`config.mk`:
```
export PLATFORM = sky130hd
export DESIGN_NAME = pow_seq
export DESIGN_NICKNAME = d
export VERILOG_FILES = /design/src/rtl/pow_seq.sv
export SDC_FILE = /design/constraint.sdc
export NUM_CORES = 1
export LEC_CHECK = 0
export CAP_MARGIN = 10
export CORE_ASPECT_RATIO = 1.25
export CORE_MARGIN = 5
export CORE_UTILIZATION = 45
export CTS_BUF_LIST = sky130_fd_sc_hd__clkbuf_8 sky130_fd_sc_hd__clkbuf_16
export DETAILED_ROUTE_END_ITERATION = 8
export GPL_TIMING_DRIVEN = 1
export HOLD_SLACK_MARGIN = 0.1
export PLACE_DENSITY = 0.73
export SETUP_SLACK_MARGIN = 0.15
export SYNTH_ARGS = -nofsm -noshare
export SYNTH_HDL_FRONTEND = slang
export SYNTH_SLANG_ARGS = --single-unit
```
`constraint.sdc`:
```
create_clock -name clk -period 13.35 [get_ports clk]
set_clock_uncertainty 0.1 [all_clocks]
set_input_delay 2.67 -clock clk [delete_from_list [all_inputs] [get_ports clk]]
set_output_delay 2.67 -clock clk [all_outputs]
set_load 0.1 [all_outputs]
```
`src/rtl/pow_seq.sv`:
```
// Sequential unsigned exponentiation: result = base^exp by square-and-multiply,
// consuming one exponent bit per clock, with overflow detection and optional saturation.
module pow_seq #(
    parameter int BASE_W   = 5,
    parameter int EXP_W    = 3,
    parameter int OUT_W    = 16,
    parameter bit SATURATE = 1'b1
) (
    input  logic              clk,
    input  logic              rst,
    input  logic              in_valid,
    output logic              in_ready,
    input  logic [BASE_W-1:0] base,
    input  logic [EXP_W-1:0]  exp,
    output logic              out_valid,
    input  logic              out_ready,
    output logic [OUT_W-1:0]  result,
    output logic              overflow,
    output logic              busy,
    output logic [1:0]        dbg_state_o
);

    // Handshakes: a transfer happens on a rising edge where valid and ready are both high.
    // in_ready/out_valid are decoded from state only, so neither depends on in_valid or out_ready.
    typedef enum logic [1:0] {
        S_IDLE = 2'd0,
        S_CALC = 2'd1,
        S_DONE = 2'd2
    } state_t;

    state_t             state_q;
    logic [OUT_W-1:0]   acc_q, acc_d;
    logic [OUT_W-1:0]   sq_q, sq_d;
    logic [EXP_W-1:0]   e_q, e_d;
    logic               ovf_q, ovf_d;
    logic               sq_ovf_q, sq_ovf_d;
    logic [OUT_W-1:0]   result_q;
    logic               overflow_q;
    logic [2*OUT_W-1:0] prod_mul;
    logic [2*OUT_W-1:0] prod_sq;

    // sq_ovf only reaches ovf when that truncated square is actually multiplied in.
    always_comb begin
        prod_mul = {{OUT_W{1'b0}}, acc_q} * {{OUT_W{1'b0}}, sq_q};
        prod_sq  = {{OUT_W{1'b0}}, sq_q} * {{OUT_W{1'b0}}, sq_q};
        acc_d    = acc_q;
        ovf_d    = ovf_q;
        if (e_q[0]) begin
            acc_d = prod_mul[OUT_W-1:0];
            ovf_d = ovf_q | sq_ovf_q | (|prod_mul[2*OUT_W-1:OUT_W]);
        end
        sq_d     = prod_sq[OUT_W-1:0];
        sq_ovf_d = sq_ovf_q | (|prod_sq[2*OUT_W-1:OUT_W]);
        e_d      = e_q >> 1;
    end

    always_ff @(posedge clk or posedge rst) begin
        if (rst) begin
            state_q    <= S_IDLE;
            acc_q      <= '0;
            sq_q       <= '0;
            e_q        <= '0;
            ovf_q      <= 1'b0;
            sq_ovf_q   <= 1'b0;
            result_q   <= '0;
            overflow_q <= 1'b0;
        end else begin
            case (state_q)
                S_IDLE: begin
                    if (in_valid) begin
                        acc_q    <= OUT_W'(1);
                        sq_q     <= OUT_W'(base);
                        e_q      <= exp;
                        ovf_q    <= 1'b0;
                        sq_ovf_q <= 1'b0;
                        if (exp == '0) begin
                            state_q    <= S_DONE;
                            result_q   <= OUT_W'(1);
                            overflow_q <= 1'b0;
                        end else begin
                            state_q <= S_CALC;
                        end
                    end
                end
                S_CALC: begin
                    acc_q    <= acc_d;
                    sq_q     <= sq_d;
                    e_q      <= e_d;
                    ovf_q    <= ovf_d;
                    sq_ovf_q <= sq_ovf_d;
                    if (e_d == '0) begin
                        state_q    <= S_DONE;
                        result_q   <= (ovf_d && SATURATE) ? '1 : acc_d;
                        overflow_q <= ovf_d;
                    end
                end
                S_DONE: begin
                    if (out_ready) begin
                        state_q <= S_IDLE;
                    end
                end
                default: begin
                    state_q <= S_IDLE;
                end
            endcase
        end
    end

    assign in_ready    = (state_q == S_IDLE);
    assign out_valid   = (state_q == S_DONE);
    assign busy        = (state_q != S_IDLE);
    assign result      = result_q;
    assign overflow    = overflow_q;
    assign dbg_state_o = state_q;

    // A stalled result must not change until the consumer takes it.
    a_hold_stable: assert property (@(posedge clk) disable iff (rst)
        (out_valid && !out_ready) |=> (out_valid && $stable(result) && $stable(overflow)));

    a_one_in_flight: assert property (@(posedge clk) disable iff (rst)
        !(in_ready && out_valid));

endmodule
```
Word level (Yosys, flattened, before mapping)
Cells that the tools add are included.
{"block": "classes", "mul": 2, "eq_ne": 6, "mux": 25, "n_bitwise": 3, "reduce_logical": 10}
{"operator": "16-bit 2-to-1 mux", "n": 7}
{"operator": "16-bit one-hot mux with 2 select lines", "n": 3}
{"operator": "16-bit by 16-bit multiplier with 32-bit output", "n": 2}
{"operator": "16-bit OR reduction", "n": 2}
{"operator": "2-bit 2-to-1 mux", "n": 4}
{"operator": "3-bit zero test", "n": 2}
{"operator": "1-bit one-hot mux with 2 select lines", "n": 3}
{"operator": "2-bit one-hot mux with 3 select lines", "n": 1}
{"operator": "3-bit one-hot mux with 2 select lines", "n": 1}
{"operator": "1-bit 2-to-1 mux", "n": 5}
{"operator": "2-bit by 1-bit != test with 1-bit output, second input constant", "n": 2}
{"operator": "2-bit != test, second input constant", "n": 2}
{"operator": "4-bit AND reduction", "n": 1}
{"operator": "2-bit nonzero test", "n": 2}
{"operator": "3-bit 2-to-1 mux", "n": 1}
{"operator": "1-bit bitwise OR", "n": 3}
{"operator": "3-bit AND reduction", "n": 1}
{"operator": "2-bit by 1-bit equality test with 1-bit output, second input constant", "n": 1}
{"operator": "2-bit equality test, second input constant", "n": 1}
{"operator": "2-bit zero test", "n": 1}
{"operator": "2-bit AND reduction", "n": 1}
{"block": "word_totals", "reg_bits": 56, "inputBits": 12, "out_inout_bits": 22, "elab_cells": 54}

Logic depth before layout (Yosys ltp)
{"block": "depth", "ltp_word": 7, "ltp_mapped": 27, "mapped_depth_nobuf": 25}

Worst setup path after synthesis
OpenSTA, ideal clock, no wires.
{"block": "synth_path", "path_type": "register to register", "startpoint": "reg sq_q[9]", "endpoint": "reg sq_ovf_q", "setup_time_ps": 137, "arrival_time_ps": 6237, "required_time_ps": 13113, "setup_slack_ps": 6877, "stages_incl_launch_ff": 24, "n_path_buf": 2, "period_less_slack_ps": 6473, "path_cell_list": "dfrtp_1 > clkbuf_1 > clkbuf_1 > nand2_1 > fa_1 > fa_1 > fa_1 > fa_1 > inv_1 > fa_1 > inv_1 > fa_1 > inv_1 > ha_1 > and2_1 > a21o_1 > a22o_1 > a311o_1 > a211o_1 > nand3_1 > a32oi_1 > xor2_1 > a311oi_2 > a32oi_1"}
{"block": "synth_between", "elab_chain_cells": 4}
{"element": "start: declaration", "line_no": "33", "source": "logic [OUT_W-1:0] sq_q, sq_d;"}
{"element": "start signal: assignment", "line_no": "72", "source": "sq_q <= OUT_W'(base);"}
{"element": "start signal: assignment", "line_no": "87", "source": "sq_q <= sq_d;"}
{"element": "16-bit by 16-bit multiplier with 32-bit output", "line_no": "45", "source": "prod_sq = {{OUT_W{1'b0}}, sq_q} * {{OUT_W{1'b0}}, sq_q};"}
{"element": "16-bit OR reduction", "line_no": "53", "source": "sq_ovf_d = sq_ovf_q | (|prod_sq[2*OUT_W-1:OUT_W]);"}
{"element": "1-bit bitwise OR", "line_no": "53"}
{"element": "1-bit one-hot mux with 2 select lines", "line_no": "68", "source": "case (state_q)"}
{"element": "end signal: assignment", "line_no": "90", "source": "sq_ovf_q <= sq_ovf_d;"}
{"element": "end: declaration", "line_no": "36", "source": "logic sq_ovf_q, sq_ovf_d;"}
Every way passes these cells.
A chain may end at the register's enable or synchronous reset.

Worst setup path after layout
{"block": "layout_path", "startpoint": "reg sq_q[3]", "endpoint": "reg result_q[8], in the netlist result[8]"}
{"block": "layout_between", "elab_chain_cells": 7, "word_cells_on_any_way": 8, "classes_between": "mul: 1; mux: 5; bitwise: 1; reduce/logical: 1"}
{"element": "16-bit by 16-bit multiplier with 32-bit output (*)", "line_no": "44", "source": "prod_mul = {{OUT_W{1'b0}}, acc_q} * {{OUT_W{1'b0}}, sq_q};"}
{"element": "16-bit OR reduction", "line_no": "50", "source": "ovf_d = ovf_q | sq_ovf_q | (|prod_mul[2*OUT_W-1:OUT_W]);"}
{"element": "1-bit bitwise OR", "line_no": "50"}
{"element": "1-bit 2-to-1 mux", "line_no": "48", "source": "if (e_q[0]) begin"}
{"element": "16-bit 2-to-1 mux (*)", "line_no": "93", "source": "result_q <= (ovf_d && SATURATE) ? '1 : acc_d;"}
{"element": "16-bit 2-to-1 mux (*)", "line_no": "91", "source": "if (e_d == '0) begin"}
{"element": "16-bit one-hot mux with 2 select lines (*)", "line_no": "68"}
{"element": "end signal: assignment", "line_no": "93"}
{"element": "end: declaration", "line_no": "37", "source": "logic [OUT_W-1:0] result_q;"}
Mark *: on every way between the ends. The rest lies on a longest branch, timed or not. The select of a mux whose other input is x is not followed.

==> summary.txt <==
Global route
  – Vias in the first global route: 15,900
  – Busiest layer in global routing: met2
  – First-pass GRT wire length: 77,500 um
  – Global route overflow: 0
  – Routing usage on met3: 0.0187
  – Met2 Resource Use GR: 0.381
  – Largest net degree at the start of global routing: 57
  – Antenna violations before repair: 0
  – Met1 global-route usage: 0.247
  – Total Routing Usage GR: 0.207

Synth
  – Main synth FF type: dfrtp_1
  – Mean post-synth cell area: 8.71 um^2
  – Synth async-reset ratio: 1.00
  – Synthesized cell area: 18,800 um^2
  – Register area share after synthesis: 0.0747
  – Synth Register Bits: 56
  – Synth cell types: 77
  – EDFF count, synth: 0
  – Synth Instances: 2,154
  – Post-Syn Nets: 2,726
  – Synthesis warning total: 0

Die
  – IO Pins: 34
  – Die Width: 193 um
  – Starting Density: 0.456
  – CORE AREA: 41,100 um^2
  – DIE AREA: 45,900 um^2
  – Row cnt: 83
  – Die Y: 238 um

Critical path
  – Data arrival, critical path: 7.59 ns
  – Worst path slowest cell: dfrtp_1
  – Worst path cell trace: nand2_1 -> fa_1 -> fa_1 -> inv_1 -> fa_1 -> inv_1 -> fa_1 -> fa_1 -> fa_1 -> inv_1 -> ha_1 -> a21oi_1 -> nor3_1 -> nor4_1 -> o2111ai_1 -> a2111oi_2 -> o2111ai_1 -> nor4_2 -> nand4_1 -> o21ai_2 -> a31oi_1
  – Crit path max fanout: 30
  – Max incr delay on CP: 1.04 ns
  – Critical path class: register to register
  – Worst path most repeated cell: fa_1
  – CP Launch Type: register
  – Crit path capture type: register
  – CP required: 13.40 ns

Finish
  – Area grow syn2layout: 4.80%
  – FF/Latch Area: 1400 um^2
  – Final core utilization: 0.478
  – Fin nets: 2,681
  – Ant diodes: 0
  – Layout cells sized above 1: 0.0232
  – Area of the multi-input gates: 15,200 um^2
  – Fillers: 3,871

Timing
  – Final setup viols: 0
  – Hold Fails Final Rpt: 0
  – Highest clock rate: 133 MHz
  – Relative slew slack: 0.302
  – Slew Limit Fails: 0
  – Worst slew pin tran: 1.05 ns
  – Min Tclk post-route: 7.54 ns
  – Unrepaired setup endpoints after global routing: no
  – Period utilisation layout: 0.565
  – Setup TNS Final: 0 ns

Drt
  – Vias per inst: 5.42
  – Post-route ant nets: 0
  – DRT Pass-1 Iters: 5
  – Initial DRC count: 681
  – DRT Wirelength: 45,600 um
  – DRC violations left: 0
  – Drt wl/cell: 17.1 um
  – Via count: 14,400

Place
  – Final GP Congestion: 0.915
  – Final HPWL DP: 37,000 um
  – # port buffers: 33

Clocking
  – Max H-tree Level: 2
  – CTS tree: built
  – Clk buf depth: 2
  – Postcts setup bufs: 0
  – Clock-pin slew on the worst setup and hold paths: 0.08 ns
  – Worst-skew pair later-pin latency: 0.32 ns
  – Sink Count: 56
  – Post-CTS Resized: 0
  – Root Buffer Master: clkbuf_16
  – Hold Buf Count CTS: 0
  – CTS Buf Count: 5

Status
  – Status: finished clean

Run
  – MaxCap Viol Count: 0

Worst hold path
  – HP Class: register to register
## state kept, by name, summed over array words and instances, names as in the netlist
name	cells
ovf_q	1
result	16
acc_q	16
dbg_state_o	2
sq_ovf_q	1
overflow	1
e_q	3
sq_q	16
## cell families after synthesis
family,count (synthesis),share of synthesized area
xor gates and xnor gates,42,0.0196
AOI/OAI and AO/OA,286,0.0995
muxes,21,0.0113
and+or+nand+nor,618,0.161
DFF,56,0.0747
adders and majority gates,560,0.518
buffers and inverters,571,0.116
## synth_stat cells, types with 3 or more instances
master | instances | area share
ha_1 | 200 | 0.13
o2111ai_1 | 3 | 0.0014
a21oi_1 | 71 | 0.019
mux2i_1 | 20 | 0.011
o21a_1 | 9 | 0.0036
fa_1 | 360 | 0.38
xnor2_1 | 24 | 0.011
nand2_1 | 262 | 0.052
nor2_1 | 74 | 0.015
or3_1 | 3 | 0.0010
xor2_1 | 18 | 0.0084
a21boi_0 | 4 | 0.0016
clkbuf_1 | 92 | 0.018
nand4_1 | 8 | 0.0027
o21ai_1 | 5 | 0.0013
and4_1 | 3 | 0.0014
a211o_1 | 5 | 0.0023
nand2b_1 | 13 | 0.0043
nor2b_1 | 7 | 0.0023
and3_1 | 10 | 0.0033
dfrtp_1 | 56 | 0.075
buf_2 | 7 | 0.0019
nand3_1 | 18 | 0.0048
a32o_1 | 3 | 0.0016
o21ai_0 | 84 | 0.022
o31ai_1 | 3 | 0.0012
o21bai_1 | 7 | 0.0028
a22o_1 | 5 | 0.0023
a21o_1 | 20 | 0.0080
a211oi_1 | 9 | 0.0036
nand3b_1 | 3 | 0.0012
and2_1 | 187 | 0.062
a31oi_1 | 9 | 0.0030
o211ai_1 | 8 | 0.0032
nor4_1 | 4 | 0.0013
or2_2 | 4 | 0.0013
buf_6 | 3 | 0.0018
inv_1 | 468 | 0.094
nor3_1 | 14 | 0.0037
nor3b_1 | 3 | 0.0012
## cells in the final DEF (no fill, tap or decap), types with 9 or more instances in the layout
cell type	Yosys	final
inv_1	468	467
fa_1	360	360
nand2_1	262	262
ha_1	200	200
and2_1	187	187
o21ai_0	84	84
nor2_1	74	74
a21oi_1	71	71
dfrtp_1	56	56
clkdlybuf4s50_1	0	33
xnor2_1	24	24
a21o_1	20	20
mux2i_1	20	20
xor2_1	18	18
nand3_1	18	18
buf_4	0	18
nor3_1	14	14
nand2b_1	13	13
and3_1	10	10
a211oi_1	9	9
o21a_1	9	9
a31oi_1	9	9
## critical path, delay by kind of cell, from the launching register on
kind	cells	cell delay [ns]
flops	1	1.04
simple gates	5	1.11
fa+ha+maj	7	3.39
buf+inv	3	0.15
compound gates	6	1.55
## path summary, 6_finish.rpt
check / startpoint / to / slack [ns] / cells past startpoint
worst max-delay path: sq_q[3] / result[8] / 5.81 / 21
worst min register to register: result[13] / result[13] / 0.40 / 2
min in group asynchronous: rst / sq_q[15] / 2.78 / 3
worst min-delay path: result[13] / result[13] / 0.40 / 2
max in group asynchronous: rst / acc_q[8] / 9.77 / 3
worst max register to register: sq_q[3] / result[8] / 5.81 / 21
## area by class of cell
type / instances / area share
Clock buffer: 6 / 0.00706
Clock inverter: 2 / 0.000955
Inverter: 468 / 0.0894
Multi-Input combinational cell: 1527 / 0.773
Sequential cell: 56 / 0.0713
Tap cell: 552 / 0.0351
Timing Repair Buffer: 51 / 0.0237
## metrics by stage
step / hold WS, ns / setup slack, ns / instance area, um^2 / instances
2_1_floorplan: 0.388 / 6.88 / 18800 / 2154
3_3_place_gp: 0.371 / 5.95 / 19500 / 2654
3_5_place_dp: 0.389 / 5.89 / 19500 / 2654
4_1_cts: 0.406 / 5.85 / 19700 / 2662
5_1_grt: 0.442 / 5.34 / 19700 / 2662
6_report: 0.397 / 5.81 / 19700 / 2662
## per-layer routing
layer | vias to the layer above | wire, um
met3 | 130 | 1900
met1 | 7319 | 17600
met4 | 0 | 1870
met2 | 422 | 24200
li1 | 6557 | -
met5 | - | 0
Power is left out: the tool's default activity adds up to more than one toggle a clock period on the data nets, which glitch-free logic cannot reach.
